<file path="config.mk">
export PLATFORM = sky130hd
export DESIGN_NAME = uart_tx_arbiter
export DESIGN_NICKNAME = d
export VERILOG_FILES = /design/src/rtl/uart_tx_arbiter.sv
export SDC_FILE = /design/constraint.sdc
export NUM_CORES = 1
export LEC_CHECK = 0
export BUFFER_PORTS_ARGS = -buffer_cell sky130_fd_sc_hd__buf_4
export CORE_AREA = 4 4 72 74
export DETAILED_ROUTE_END_ITERATION = 7
export DIE_AREA = 0 0 76 78
export PLACE_DENSITY = 0.75
export SLEW_MARGIN = 5
export SYNTH_ARGS = -nofsm -noshare
export SYNTH_HDL_FRONTEND = slang
export SYNTH_SLANG_ARGS = --single-unit
export TNS_END_PERCENT = 50
</file>
<file path="constraint.sdc">
create_clock -name clk -period 2.7 [get_ports clk]
set_clock_uncertainty 0.05 [all_clocks]
set_input_delay 0.135 -clock clk [delete_from_list [all_inputs] [get_ports clk]]
set_output_delay 0.135 -clock clk [all_outputs]
set_load 0.01 [all_outputs]
</file>
<file path="src/rtl/uart_tx_arbiter.sv">
// Round-robin frame arbiter that shares one byte-level UART transmitter among NREQ sources.
// One byte in flight at a time; an idle gap of GAP cycles separates consecutive frames.
module uart_tx_arbiter #(
    parameter int NREQ      = 3,
    parameter int MAX_BYTES = 40,
    parameter int GAP       = 16
) (
    input  logic                clk,
    input  logic                rst,
    input  logic [NREQ-1:0]     req,
    input  logic [NREQ-1:0]     src_valid,
    input  logic [NREQ*8-1:0]   src_data,
    input  logic [NREQ-1:0]     src_last,
    output logic [NREQ-1:0]     src_ready,
    output logic [NREQ-1:0]     gnt,
    output logic                uart_send,
    output logic [7:0]          send_data,
    input  logic                uart_send_done,
    output logic                busy,
    output logic                frame_trunc
);

    localparam int IW = $clog2(NREQ);
    localparam int CW = $clog2(MAX_BYTES + 1);
    localparam int GW = (GAP > 1) ? $clog2(GAP) : 1;

    localparam logic [CW-1:0] CNT_MAX  = CW'(MAX_BYTES);
    localparam logic [GW-1:0] GAP_LAST = GW'((GAP > 0) ? GAP - 1 : 0);
    localparam logic [IW-1:0] RR_INIT  = IW'(NREQ - 1);

    localparam logic [1:0] S_IDLE = 2'd0;
    localparam logic [1:0] S_LOAD = 2'd1;
    localparam logic [1:0] S_SEND = 2'd2;
    localparam logic [1:0] S_GAP  = 2'd3;

    logic [1:0]      r_state;
    logic [IW-1:0]   r_gidx;
    logic [IW-1:0]   r_rr;
    logic [CW-1:0]   r_count;
    logic [GW-1:0]   r_gap_cnt;
    logic            r_last;
    logic [NREQ-1:0] r_gnt;
    logic [NREQ-1:0] r_src_ready;
    logic            r_uart_send;
    logic [7:0]      r_send_data;
    logic            r_busy;
    logic            r_trunc;

    logic [IW-1:0]   w_pick;
    logic [IW-1:0]   w_cand;
    logic            w_any;

    // Walk downward so the candidate closest after r_rr is the one left standing.
    always_comb begin
        w_pick = r_rr;
        w_cand = r_rr;
        w_any  = 1'b0;
        for (int k = NREQ; k >= 1; k--) begin
            w_cand = IW'((int'(r_rr) + k) % NREQ);
            if (req[w_cand]) begin
                w_pick = w_cand;
                w_any  = 1'b1;
            end
        end
    end

    always_ff @(posedge clk or posedge rst) begin
        if (rst) begin
            r_state     <= S_IDLE;
            r_gidx      <= '0;
            r_rr        <= RR_INIT;
            r_count     <= '0;
            r_gap_cnt   <= '0;
            r_last      <= 1'b0;
            r_gnt       <= '0;
            r_src_ready <= '0;
            r_uart_send <= 1'b0;
            r_send_data <= '0;
            r_busy      <= 1'b0;
            r_trunc     <= 1'b0;
        end else begin
            r_src_ready <= '0;
            r_trunc     <= 1'b0;
            case (r_state)
                S_IDLE: begin
                    if (w_any) begin
                        r_gnt   <= NREQ'(1) << w_pick;
                        r_gidx  <= w_pick;
                        r_rr    <= w_pick;
                        r_count <= '0;
                        r_busy  <= 1'b1;
                        r_state <= S_LOAD;
                    end
                end
                S_LOAD: begin
                    if (src_valid[r_gidx]) begin
                        r_send_data <= src_data[{r_gidx, 3'b000} +: 8];
                        r_last      <= src_last[r_gidx];
                        r_src_ready <= NREQ'(1) << r_gidx;
                        r_count     <= r_count + 1'b1;
                        r_uart_send <= 1'b1;
                        r_state     <= S_SEND;
                    end else if (!req[r_gidx]) begin
                        // Source withdrew mid-frame with nothing pending: abandon the frame.
                        r_gnt     <= '0;
                        r_gap_cnt <= '0;
                        if (GAP == 0) begin
                            r_state <= S_IDLE;
                            r_busy  <= 1'b0;
                        end else begin
                            r_state <= S_GAP;
                        end
                    end
                end
                S_SEND: begin
                    if (uart_send_done) begin
                        r_uart_send <= 1'b0;
                        if (r_last || (r_count == CNT_MAX)) begin
                            r_trunc   <= !r_last;
                            r_gnt     <= '0;
                            r_gap_cnt <= '0;
                            if (GAP == 0) begin
                                r_state <= S_IDLE;
                                r_busy  <= 1'b0;
                            end else begin
                                r_state <= S_GAP;
                            end
                        end else begin
                            r_state <= S_LOAD;
                        end
                    end
                end
                S_GAP: begin
                    if (r_gap_cnt == GAP_LAST) begin
                        r_state <= S_IDLE;
                        r_busy  <= 1'b0;
                    end else begin
                        r_gap_cnt <= r_gap_cnt + 1'b1;
                    end
                end
                default: begin
                    r_state <= S_IDLE;
                    r_busy  <= 1'b0;
                end
            endcase
        end
    end

    assign src_ready   = r_src_ready;
    assign gnt         = r_gnt;
    assign uart_send   = r_uart_send;
    assign send_data   = r_send_data;
    assign busy        = r_busy;
    assign frame_trunc = r_trunc;

endmodule

</file>
### Word-level counts from Yosys, hierarchy flattened

Cells that the tools add are included.

* flip-flop bits (word level): 34
* input bits: 36

* add/sub/neg operators: 5
* div/mod/pow operators: 3
* magnitude comparators: 4
* equality and inequality tests: 14
* shift operators: 3
* multiplexer cells: 51
* reductions and logical operators: 16

Operator list (number)
* modulo 32 x 3 -> 32 bit, second input constant: 3
* variable part select 24 x 6 -> 8 bit: 1
* two-way mux 3 bit: 7
* two-way mux 4 bit: 5
* two-way mux 2 bit: 9
* two-way mux 1 bit: 16
* != test 2 bit, second input constant: 8
* binary-select mux 1 bit (select 2 bit): 6
* < comparator 2 x 3 -> 1 bit, second input constant: 4
* two-way mux 6 bit: 2
* case mux 4 bit (3 select lines): 1
* case mux 6 bit (2 select lines): 1
* AND reduction 6 bit: 2
* case mux 3 bit (3 select lines): 1
* AND reduction 3 bit: 3
* case mux 2 bit (4 select lines): 1
* adder 2 x 2 -> 3 bit, second input constant: 2
* adder 6 x 1 -> 6 bit, second input constant: 1
* == test 6 bit, second input constant: 1
* nonzero test 2 bit: 3
* nonzero test 3 bit: 2
* << shifter 1 x 2 -> 3 bit, first input constant: 2
* adder 4 x 1 -> 4 bit, second input constant: 1
* == test 2 bit, second input constant: 2
* 10 further kinds: 12

### Depth between registers and ports, before layout

Gate-level depths: netlist of the first run.

* word-level depth: 10
* mapped depth: 10

### Least setup slack after synthesis of the first run

No wires, ideal clock.

* path kind: register -> register
* from: register r_gidx[0]
* to: register r_count[0]
* setup time: 0.128 ns
* data arrival time: 2.406 ns
* path slack: 0.116 ns
* cell stages (with the launch flop): 10
* path buffers: 3
* clock period less this slack: 2.584 ns
* path through: dfrtp_1 > buf_2 > inv_1 > ha_1 > clkbuf_1 > o221ai_1 > a211oi_1 > clkbuf_1 > nor4_1 > o21bai_1

* cells in the longest elaborated chain, start to end: 4

Ends and longest elaborated chain
* start: declaration: RTL line 37 `logic [IW-1:0] r_gidx;`
* start signal: assignment: RTL line 88 `r_gidx <= w_pick;`
* binary-select mux 1 bit (select 2 bit): RTL line 96 `if (src_valid[r_gidx]) begin`
* two-way mux 1 bit (implied by the code): RTL line 96
* != test 2 bit (no source line)
* AND reduction 3 bit (no source line)
* end signal: assignment: RTL line 100 `r_count <= r_count + 1'b1;`
* end: declaration: RTL line 39 `logic [CW-1:0] r_count;`

Every way passes these cells. The select of a mux whose other input is x is not followed.
A chain may end at the register's enable or synchronous reset.

### Worst setup path in the final report of the first run

* from: register r_rr[1]
* to: register r_gnt[1], in the netlist gnt[1]

* cells in the longest elaborated chain, start to end: 10
* elaborated cells between the ends (all ways): 23
* classes of those cells: 3 x add/sub; 3 x div; 1 x eq/ne; 1 x shift; 14 x mux; 1 x reduce/logical

Ends and longest elaborated chain
* start: declaration: RTL line 38 `logic [IW-1:0] r_rr;`
* start signal: assignment: RTL line 89 `r_rr <= w_pick;`
* adder 2 x 2 -> 3 bit: RTL line 59 `w_cand = IW'((int'(r_rr) + k) % NREQ);`
* modulo 32 x 3 -> 32 bit: RTL line 59
* binary-select mux 1 bit (select 2 bit): RTL line 60 `if (req[w_cand]) begin`
* two-way mux 1 bit (implied by the code): RTL line 60
* two-way mux 2 bit (3 in series): RTL line 60
* << shifter 1 x 2 -> 3 bit: RTL line 87 `r_gnt <= NREQ'(1) << w_pick;`
* two-way mux 3 bit: RTL line 86 `if (w_any) begin`
* case mux 3 bit (3 select lines): RTL line 84 `case (r_state)`
* end signal: assignment: RTL line 87
* end: declaration: RTL line 42 `logic [NREQ-1:0] r_gnt;`

Several ways; a longest one is shown, not always the timed one. The select of a mux whose other input is x is not followed.

==> impl_results.md, run 1 <==
- Outcome: finished clean
- First-pass GRT wire length: 8890 um
- Layout net count: 344
- GP Congestion: 0.901
- Critical path startpoint category: flip-flop
- Worst reg2reg endpoint: gnt[1]
- Share of the yosys chip area belonging to registers: 0.385
- Top_reg_cell synth: dfrtp_1
- Reg2reg path depth: 7
- Final hold violations: 0
- Most common cell after layout, fill and taps aside: buf_4
- Crit path buf inv count: 1
- Clock tree sinks: 33
- Post-CTS Setup Bufs: 0
- Mapped Area: 2150 um^2
- Post-DP HPWL: 3900 um
- Total Power: 2740 uW
- DR vias/cell: 5.58
- Largest net degree at the start of global routing: 22
- Slowest CP cell: dfstp_2
- Slack of the critical path: 0.270 ns
- Worst-margin pin slew: 0.757 ns
- Async SR Flop Fraction: 1.00
- Layout cells sized above 1: 0.238
- DRT antenna net count: 0
- Via Count: 1965
- Synthesized instance count: 244
- CTS tree: built
- Routed len/inst: 14.3 um
- Total GRT Usage: 0.182
- Pwr dens: 1020 nW/um^2
- Register bit count reported by yosys: 33
- Synth unique cells: 50
- Period utilisation layout: 0.900
- WL final: 5050 um
- Hold Path Stages: 3
- DRC Markers: 0
- TritonCTS Buffers: 5
- Final Util: 0.584
- Hold endpoint: send_data[3]
- Grt ovf: 0
- Syn Area/Cell: 8.81 um^2
- Worst r2r src: r_rr[1]
- Htree depth: 2
- Number of global-route vias before repair: 1943
- # rows: 25
- Max-slew violations: 0
- Unrepaired setup endpoints after global routing: false
- Drt initial violations: 116
- Post-synth EDFFs: 0
- Longest Clk Path Bufs: 2
- Worst hold start: src_data[11]
- Crit Path Class: flip-flop to flip-flop
- Core ar.: 4600 um^2
- Total negative slack: 0 ns
- Die Wd: 76 um
- Tmin final: 2.43 ns
- Worst-Skew Late Latency: 0.28 ns
- Worst Hold Class: input port to flip-flop
- I/O Buffers: 52
- Root Driver: clkbuf_8
- Final setup viols: 0
- Resized Gates After CTS: 0
- Critical path data arrival time: 2.56 ns
- CP required: 2.83 ns
- Syn nets: 291
- CP cell instances: ha_1 > mux2i_1 > o21ai_0 > a211oi_1 > buf_4 > or3_1 > o41ai_1
- Synth Warn #: 0
- Max-cap viol count: 0
- Clk slew on worst S/H paths: 0.07 ns
- Max incr delay on CP: 0.57 ns
- # IOs: 53
- Die height: 78 um
- Most frequent cells in the layout: buf_4 (56), dfrtp_1 (32), o21ai_0 (24)
- Slew headroom: 0.495
- Peak supply drop: 0.000612 V
- Diode count: 0
- Leak: 0.00126 uW
- Cell family contributing the most delay on the critical path: compound AO/OA/AOI/OAI gates
- Achievable Freq: 411 MHz
- Initial antenna violation count: 0
- DR pass1 iterations: 5
- Dpl ws: 0.292 ns
- Flop2flop setup slack: 0.27 ns
- CP Max Fanout: 18
- Area delta synth->final: 25.0%
- DIE AREA: 5930 um^2
- Hold Buf Count CTS: 1
- Crit end category: flip-flop
- Initial Utilization: 0.467
## area by class of cell
class / instances / area (um^2)
clock buffer: 8 / 90.1
fill: 407 / 1910
tap: 54 / 67.6
inverter: 15 / 56.3
multi-input combinational: 185 / 1220
timing repair buffer: 57 / 430
sequential: 33 / 827
## worst register-to-register path: stages, from the launching register on
cell and delay (ns):
dfstp_2 0.57, ha_1 0.27, mux2i_1 0.12, o21ai_0 0.34, a211oi_1 0.09, buf_4 0.21
or3_1 0.43, o41ai_1 0.24
## state kept, by name, indices dropped and copies added (netlist names), 2 cells and up
name	count
src_ready	3
gnt	3
r_state	2
r_gidx	2
send_data	8
r_gap_cnt	4
r_count	6
## cell families (layout without fill, tap and decap cells)
group | Yosys count | after routing | synth area share
adders and majority gates | 11 | 11 | 0.0640
DFF | 33 | 33 | 0.385
muxes | 18 | 18 | 0.0850
buffers and inverters | 26 | 80 | 0.0495
AOI/OAI and AO/OA | 76 | 76 | 0.226
and+or+nand+nor | 80 | 80 | 0.191
## cells in the mapped netlist (2+ instances only)
master,number,area (um^2)
a21boi_0,2,15.0
a21o_1,3,22.5
a21oi_1,20,100
clkbuf_1,9,33.8
dfrtp_1,32,801
ha_1,11,138
inv_1,15,56.3
mux2_2,2,22.5
mux2i_1,16,160
nand2_1,23,86.3
nand2b_1,4,25.0
nand3_1,7,35.0
nand3b_1,2,15.0
nor2_1,15,56.3
nor2b_1,5,31.3
nor3_1,6,30.0
nor4_1,2,12.5
o211ai_1,2,15.0
o21ai_0,24,120
o31ai_1,9,67.6
or2_2,2,12.5
or3_1,2,12.5
or4_1,4,30.0
## worst max-delay path by stage
| stage | to | cells after the start | slack (ns) | from |
|---|---|---|---|---|
| 6_report | gnt[1] | 7 | 0.27 | r_rr[1] |
| 5_1_grt | gnt[1] | 7 | 0.08 | r_rr[1] |
| 4_1_cts | gnt[1] | 7 | 0.28 | r_rr[1] |
| 3_5_place_dp | gnt[1] | 7 | 0.29 | r_rr[1] |
| 3_3_place_gp | gnt[1] | 7 | 0.37 | r_gidx[0] |
| 2_1_floorplan | r_count[0] | 9 | 0.12 | r_gidx[0] |
## where the power goes
part	leakage (uW)	internal [uW]	total [uW]	switching, uW
combinational	0.000786	671	1560	887
sequential	0.000426	664	796	132
clock	0.0000455	208	388	180
total	0.00126	1540	2740	1200
## through the flow
stage	instances	area (um^2)	hold WS [ns]
after floorplan	244	2150	0.213
final	352	2690	0.0846
after global routing	352	2690	0.0793
after global placement	343	2590	0.267
after detailed placement	343	2590	0.270
after CTS	352	2690	0.0801
## layer usage
metal | track usage | up-vias | share of wire
li1 | - | 985 | -
met5 | 0 | - | 0
met2 | 0.284 | 68 | 0.45
met3 | 0.0638 | 8 | 0.071
met1 | 0.238 | 904 | 0.46
met4 | 0.0480 | 0 | 0.012
Power figures use the tool's default switching activity.
==> run 2: changes to the inputs <==
--- a/config.mk
+++ b/config.mk
@@ -9,7 +9,7 @@
 export CORE_AREA = 4 4 72 74
 export DETAILED_ROUTE_END_ITERATION = 7
 export DIE_AREA = 0 0 76 78
-export PLACE_DENSITY = 0.75
+export PLACE_DENSITY = 0.84
 export SLEW_MARGIN = 5
 export SYNTH_ARGS = -nofsm -noshare
 export SYNTH_HDL_FRONTEND = slang
==> run 2 against run 1 <==
Maximum frequency is 2.1% lower. Final area is 1.6% higher. Wire length grew 7.2%. Critical path depth grew 1. Highest routed layer unchanged. Clock-buffer cell count shrank 1. Critical path type unchanged. Combinational power rose by 4%. Clock power increased by 26%.
==> impl_results.md, run 2 (same netlist as run 1, synthesis figures left out) <==
- Outcome: finished clean
- DR vias/cell: 5.72 (+2.5%)
- Critical path data arrival time: 2.61 ns (+0.05 ns)
- Die height: 78 um (unchanged)
- Post-DP HPWL: 4120 um (+5.7%)
- Final Cell Area: 2730 um^2 (+1.6%)
- CTS tree: built
- DR pass1 iterations: 4 (-1)
- Final hold violations: 0 (unchanged)
- DRC Markers: 0 (unchanged)
- Dpl ws: 0.301 ns (+0.00837 ns)
- Longest Clk Path Bufs: 2 (unchanged)
- Max-cap viol count: 0 (unchanged)
- Flop2flop setup slack: 0.22 ns (-0.05 ns)
- Unrepaired setup endpoints after global routing: false
- Tmin final: 2.48 ns (+0.0524 ns)
- Pwr dens: 1060 nW/um^2 (+4.4%)
- Max reg flops: 8 (unchanged)
- Period utilisation layout: 0.920 (+0.0194)
- Layout net count: 346 (+0.58%)
- Crit end category: flip-flop
- Via Count: 2025 (+3.1%)
- Hold endpoint: send_data[0]
- DIE AREA: 5930 um^2 (unchanged)
- Reg2reg path depth: 8 (+1)
- First-pass GRT wire length: 9070 um (+2.0%)
- Total negative slack: 0 ns (unchanged)
- GP Congestion: 0.922 (+2.3%)
- DRT antenna net count: 0 (unchanged)
- Initial Utilization: 0.467 (unchanged)
- I/O Buffers: 52 (unchanged)
- Peak supply drop: 0.000591 V (-3.5%)
- Clk slew on worst S/H paths: 0.07 ns (about the same)
- Largest net degree at the start of global routing: 22 (unchanged)
- Placed inst area: 2600 um^2 (+0.58%)
- CP Max Fanout: 18 (unchanged)
- Max-slew violations: 0 (unchanged)
- Slack of the critical path: 0.217 ns (-0.0524 ns)
- Post-Layout Cell Count: 354 (+0.57%)
- Worst-Skew Late Latency: 0.29 ns (about the same)
- # rows: 25 (unchanged)
- Clock tree sinks: 33 (unchanged)
- Initial antenna violation count: 0 (unchanged)
- Die Wd: 76 um (unchanged)
- Post-CTS Setup Bufs: 0 (unchanged)
- Achievable Freq: 403 MHz (-2.1%)
- Total GRT Usage: 0.183 (+0.00105)
- TritonCTS Buffers: 5 (unchanged)
- Worst hold start: src_data[8]
- Diode count: 0 (unchanged)
- Grt ovf: 0 (unchanged)
- Leak: 0.00128 uW (+1.7%)
- Routed len/inst: 15.3 um (+6.6%)
- Layout cells sized above 1: 0.250 (+0.0117)
- Placed Cells: 345 (+0.58%)
- Worst reg2reg endpoint: gnt[1]
- Worst r2r src: r_rr[1]
- Htree depth: 2 (unchanged)
- Critical path startpoint category: flip-flop
- WL final: 5420 um (+7.2%)
- # IOs: 53 (unchanged)
- Hold Path Stages: 3 (unchanged)
- Worst-margin pin slew: 0.721 ns (-0.0364 ns)
- Fillers: 403 (-0.98%)
- Worst Hold Class: input port to flip-flop
- Final setup viols: 0 (unchanged)
- Slew headroom: 0.519 (+0.0243)
- Drt initial violations: 165 (+42%)
- Total Power: 2910 uW (+6.1%)
- Core ar.: 4600 um^2 (unchanged)
- Most common cell after layout, fill and taps aside: buf_4
- Number of global-route vias before repair: 1993 (+2.6%)
- Most frequent cells in the layout: buf_4 (58), dfrtp_1 (32), o21ai_0 (24)
- Area delta synth->final: 27.1%
- CP required: 2.82 ns (about the same)
- Crit Path Class: flip-flop to flip-flop
- Root Driver: clkbuf_8
[run 2: per-layer routing]
metal / vias up / GRT usage / wire [um]
met5: - / 0 / 0
met4: 0 / 0.0445 / 24
met3: 5 / 0.0487 / 300
met2: 60 / 0.308 / 2680
met1: 966 / 0.232 / 2410
li1: 994 / - / -
[run 2: layout make-up]
type / count / area, um^2 / share of cell area
inverter: 15 / 56.3 / 0.0206
clock inverter: 1 / 30.0 / 0.0110
clock buffer: 7 / 86.3 / 0.0316
tap: 54 / 67.6 / 0.0247
multi-input combinational: 185 / 1220 / 0.446
timing repair buffer: 59 / 445 / 0.163
sequential: 33 / 827 / 0.303
[run 2: metrics by stage]
step	utilization	hold WS [ns]
6_report	0.594	0.0797
5_1_grt	0.594	0.0740
4_1_cts	0.593	0.0799
3_5_place_dp	0.566	0.257
3_3_place_gp	0.566	0.251
2_1_floorplan	-	0.213
[run 2: where the power goes]
group	switching, uW	total [uW]	internal [uW]
logic	925	1620	693
clock network	186	487	301
registers	139	803	664
[run 2: worst max-delay path, stage by stage (launching register included)]
cell and delay (ns):
dfstp_2 0.58, inv_1 0.09, ha_1 0.29, a21bo_2 0.26, nand3_1 0.11, a211oi_1 0.08
buf_4 0.20, or3_1 0.43, o41ai_1 0.28
[run 2: worst max-delay path by stage]
stage	to	from
detailed placement	gnt[1]	r_rr[1]
finish	gnt[1]	r_rr[1]
floorplan	r_count[0]	r_gidx[0]
global route	gnt[1]	r_gidx[0]
global placement	gnt[1]	r_rr[1]
CTS	gnt[1]	r_rr[1]
[run 2: repair_timing]
action,in CTS,in global routing
gates resized for setup,0,1
endpoints found under the hold margin,18,0
endpoints found under the setup margin,0,1
hold buffers,1,0
==> run 3: changes to the inputs <==
--- a/config.mk
+++ b/config.mk
@@ -6,11 +6,12 @@
 export NUM_CORES = 1
 export LEC_CHECK = 0
 export BUFFER_PORTS_ARGS = -buffer_cell sky130_fd_sc_hd__buf_4
-export CORE_AREA = 4 4 72 74
+export CORE_AREA = 4 4 80 67
 export DETAILED_ROUTE_END_ITERATION = 7
-export DIE_AREA = 0 0 76 78
+export DIE_AREA = 0 0 84 71
 export PLACE_DENSITY = 0.84
-export SLEW_MARGIN = 5
+export RECOVER_POWER = 50
+export SLEW_MARGIN = 20
 export SYNTH_ARGS = -nofsm -noshare
 export SYNTH_HDL_FRONTEND = slang
 export SYNTH_SLANG_ARGS = --single-unit
==> run 3 against run 2 <==
Final area decreased by 2.8%. Worst setup slack gained 0.014 ns. Clock power hardly changed. Register-to-register slack about the same. Wire length decreased by 3.3%. Critical endpoint unchanged. Sequential cell count unchanged. Final cell count is 1.1% higher. Sequential share of layout area rose by 0.89 points. First-iteration DRC count down 36%.
==> impl_results.md, run 3 (same netlist as run 1, synthesis figures left out) <==
- Outcome: finished clean
- Resized Gates After CTS: 0 (unchanged)
- Crit end category: flip-flop
- Layout cells sized above 1: 0.181 (-0.0688)
- Worst Hold Class: input port to flip-flop
- Area delta synth->final: 23.5%
- Worst reg2reg endpoint: gnt[1]
- Achievable Freq: 405 MHz (+0.57%)
- Max reg flops: 8 (unchanged)
- Crit Path Class: flip-flop to flip-flop
- Metal-1 WL: 2410 um (about the same)
- CTS tree: built
- DRC Markers: 0 (unchanged)
- Placed Cells: 349 (+1.2%)
- CP required: 2.82 ns (about the same)
- Most common cell after layout, fill and taps aside: buf_4
- Worst hold start: src_data[13]
- Number of global-route vias before repair: 1917 (-3.8%)
- Drt initial violations: 105 (-36%)
- Final hold violations: 0 (unchanged)
- Clk slew on worst S/H paths: 0.07 ns (about the same)
- Routed len/inst: 14.6 um (-4.3%)
- TritonCTS Buffers: 5 (unchanged)
- Max-cap viol count: 0 (unchanged)
- DR vias/cell: 5.56 (-2.8%)
- GP Congestion: 0.941 (+2.1%)
- Dpl ws: 0.247 ns (-0.0535 ns)
- Post-CTS Setup Bufs: 0 (unchanged)
- Fillers: 412 (+2.2%)
- Met3 routed WL: 405 um (+35%)
- Htree depth: 2 (unchanged)
- Die height: 71 um (-9.0%)
- Post-DP HPWL: 4070 um (-1.3%)
- Final hold slack: 0.0805 ns (+0.000829 ns)
- DR pass1 iterations: 4 (unchanged)
- Largest net degree at the start of global routing: 22 (unchanged)
- Critical path startpoint category: flip-flop
- Reg2reg path depth: 8 (unchanged)
- First-pass GRT wire length: 8840 um (-2.6%)
- Grt ovf: 0 (unchanged)
- Hold endpoint: send_data[5]
- Layout net count: 344 (-0.58%)
- # IOs: 53 (unchanged)
- Unrepaired setup endpoints after global routing: false
- Routed wl met2: 2310 um (-14%)
- Total GRT Usage: 0.184 (+0.00108)
- Final Cell Area: 2650 um^2 (-2.8%)
- Top sig layer: met4
- Leak: 0.00120 uW (-6.2%)
- Slack of the critical path: 0.231 ns (+0.0141 ns)
- CP Max Fanout: 18 (unchanged)
- Hold Path Stages: 3 (unchanged)
- Worst-margin pin slew: 0.743 ns (+0.0226 ns)
- Clock tree sinks: 33 (unchanged)
- Final setup viols: 0 (unchanged)
- Critical path data arrival time: 2.59 ns (-0.02 ns)
- Post-Layout Cell Count: 358 (+1.1%)
- Longest Clk Path Bufs: 2 (unchanged)
- Period utilisation layout: 0.914 (-0.00522)
- Root Driver: clkbuf_8
- Peak supply drop: 0.000541 V (-8.4%)
- Via Count: 1990 (-1.7%)
- Most frequent cells in the layout: buf_4 (37), dfrtp_1 (32), o21ai_0 (24)
- Initial Utilization: 0.476 (+0.00868)
- Die Wd: 84 um (+11%)
- DRT antenna net count: 0 (unchanged)
- I/O Buffers: 52 (unchanged)
- Core ar.: 4510 um^2 (-1.8%)
- Initial antenna violation count: 0 (unchanged)
- Tmin final: 2.47 ns (-0.0141 ns)
- Pwr dens: 1050 nW/um^2 (-0.95%)
- DIE AREA: 5960 um^2 (+0.61%)
- Slew headroom: 0.504 (-0.0151)
- Total negative slack: 0 ns (unchanged)
- Flop2flop setup slack: 0.23 ns (about the same)
- WL final: 5240 um (-3.3%)
- Max-slew violations: 0 (unchanged)
- Placed inst area: 2590 um^2 (-0.29%)
- Worst-Skew Late Latency: 0.29 ns (about the same)
- # rows: 22 (-12%)
- Diode count: 0 (unchanged)
- Worst r2r src: r_rr[1]
==> run 3: metal layers <==
| metal | up-vias | track usage |
|---|---|---|
| li1 | 990 | - |
| met1 | 922 | 0.238 |
| met2 | 66 | 0.274 |
| met3 | 12 | 0.0640 |
| met4 | 0 | 0.0929 |
| met5 | - | 0 |
==> run 3: final cells by class <==
class | count | area [um^2] | share of cell area
Tap cell | 60 | 75.1 | 0.0283
Inverter | 15 | 56.3 | 0.0212
Timing Repair Buffer | 57 | 363 | 0.137
Clock inverter | 1 | 30.0 | 0.0113
Multi-Input combinational cell | 185 | 1220 | 0.458
Clock buffer | 7 | 86.3 | 0.0325
Sequential cell | 33 | 827 | 0.312
==> run 3: worst max-delay path: stages (launching register included) <==
cell      delay (ns)
dfstp_2         0.59
inv_1           0.08
ha_1            0.28
a21bo_2         0.25
nand3_1         0.10
a211oi_1        0.07
buf_4           0.20
or3_1           0.43
o41ai_1         0.30
==> run 3: worst max path at each step <==
stage          cells after the start       from          to
4_1_cts                            6    r_rr[1]      gnt[1]
6_report                           8    r_rr[1]      gnt[1]
3_5_place_dp                       6    r_rr[1]      gnt[1]
5_1_grt                            7  r_gidx[0]      gnt[1]
2_1_floorplan                      9  r_gidx[0]  r_count[0]
3_3_place_gp                       6    r_rr[1]      gnt[1]
==> run 3: repair_timing <==
item / 4_1_cts / 5_1_grt
hold buffers: 1 / 0
hold endpoints to repair: 19 / 0
setup endpoints to repair: 0 / 0
==> run 3: where the power goes <==
group | internal (uW) | switching (uW) | leakage (uW)
sequential | 664 | 135 | 0.000426
clock | 301 | 185 | 0.0000585
combinational | 610 | 904 | 0.000715
total | 1570 | 1220 | 0.00120
==> run 3: metrics by stage <==
stage | total power (uW) | utilization
2_1_floorplan | 1910 | -
3_3_place_gp | 2320 | 0.575
3_5_place_dp | 2370 | 0.575
4_1_cts | 2870 | 0.603
5_1_grt | 3040 | 0.588
6_report | 2800 | 0.588
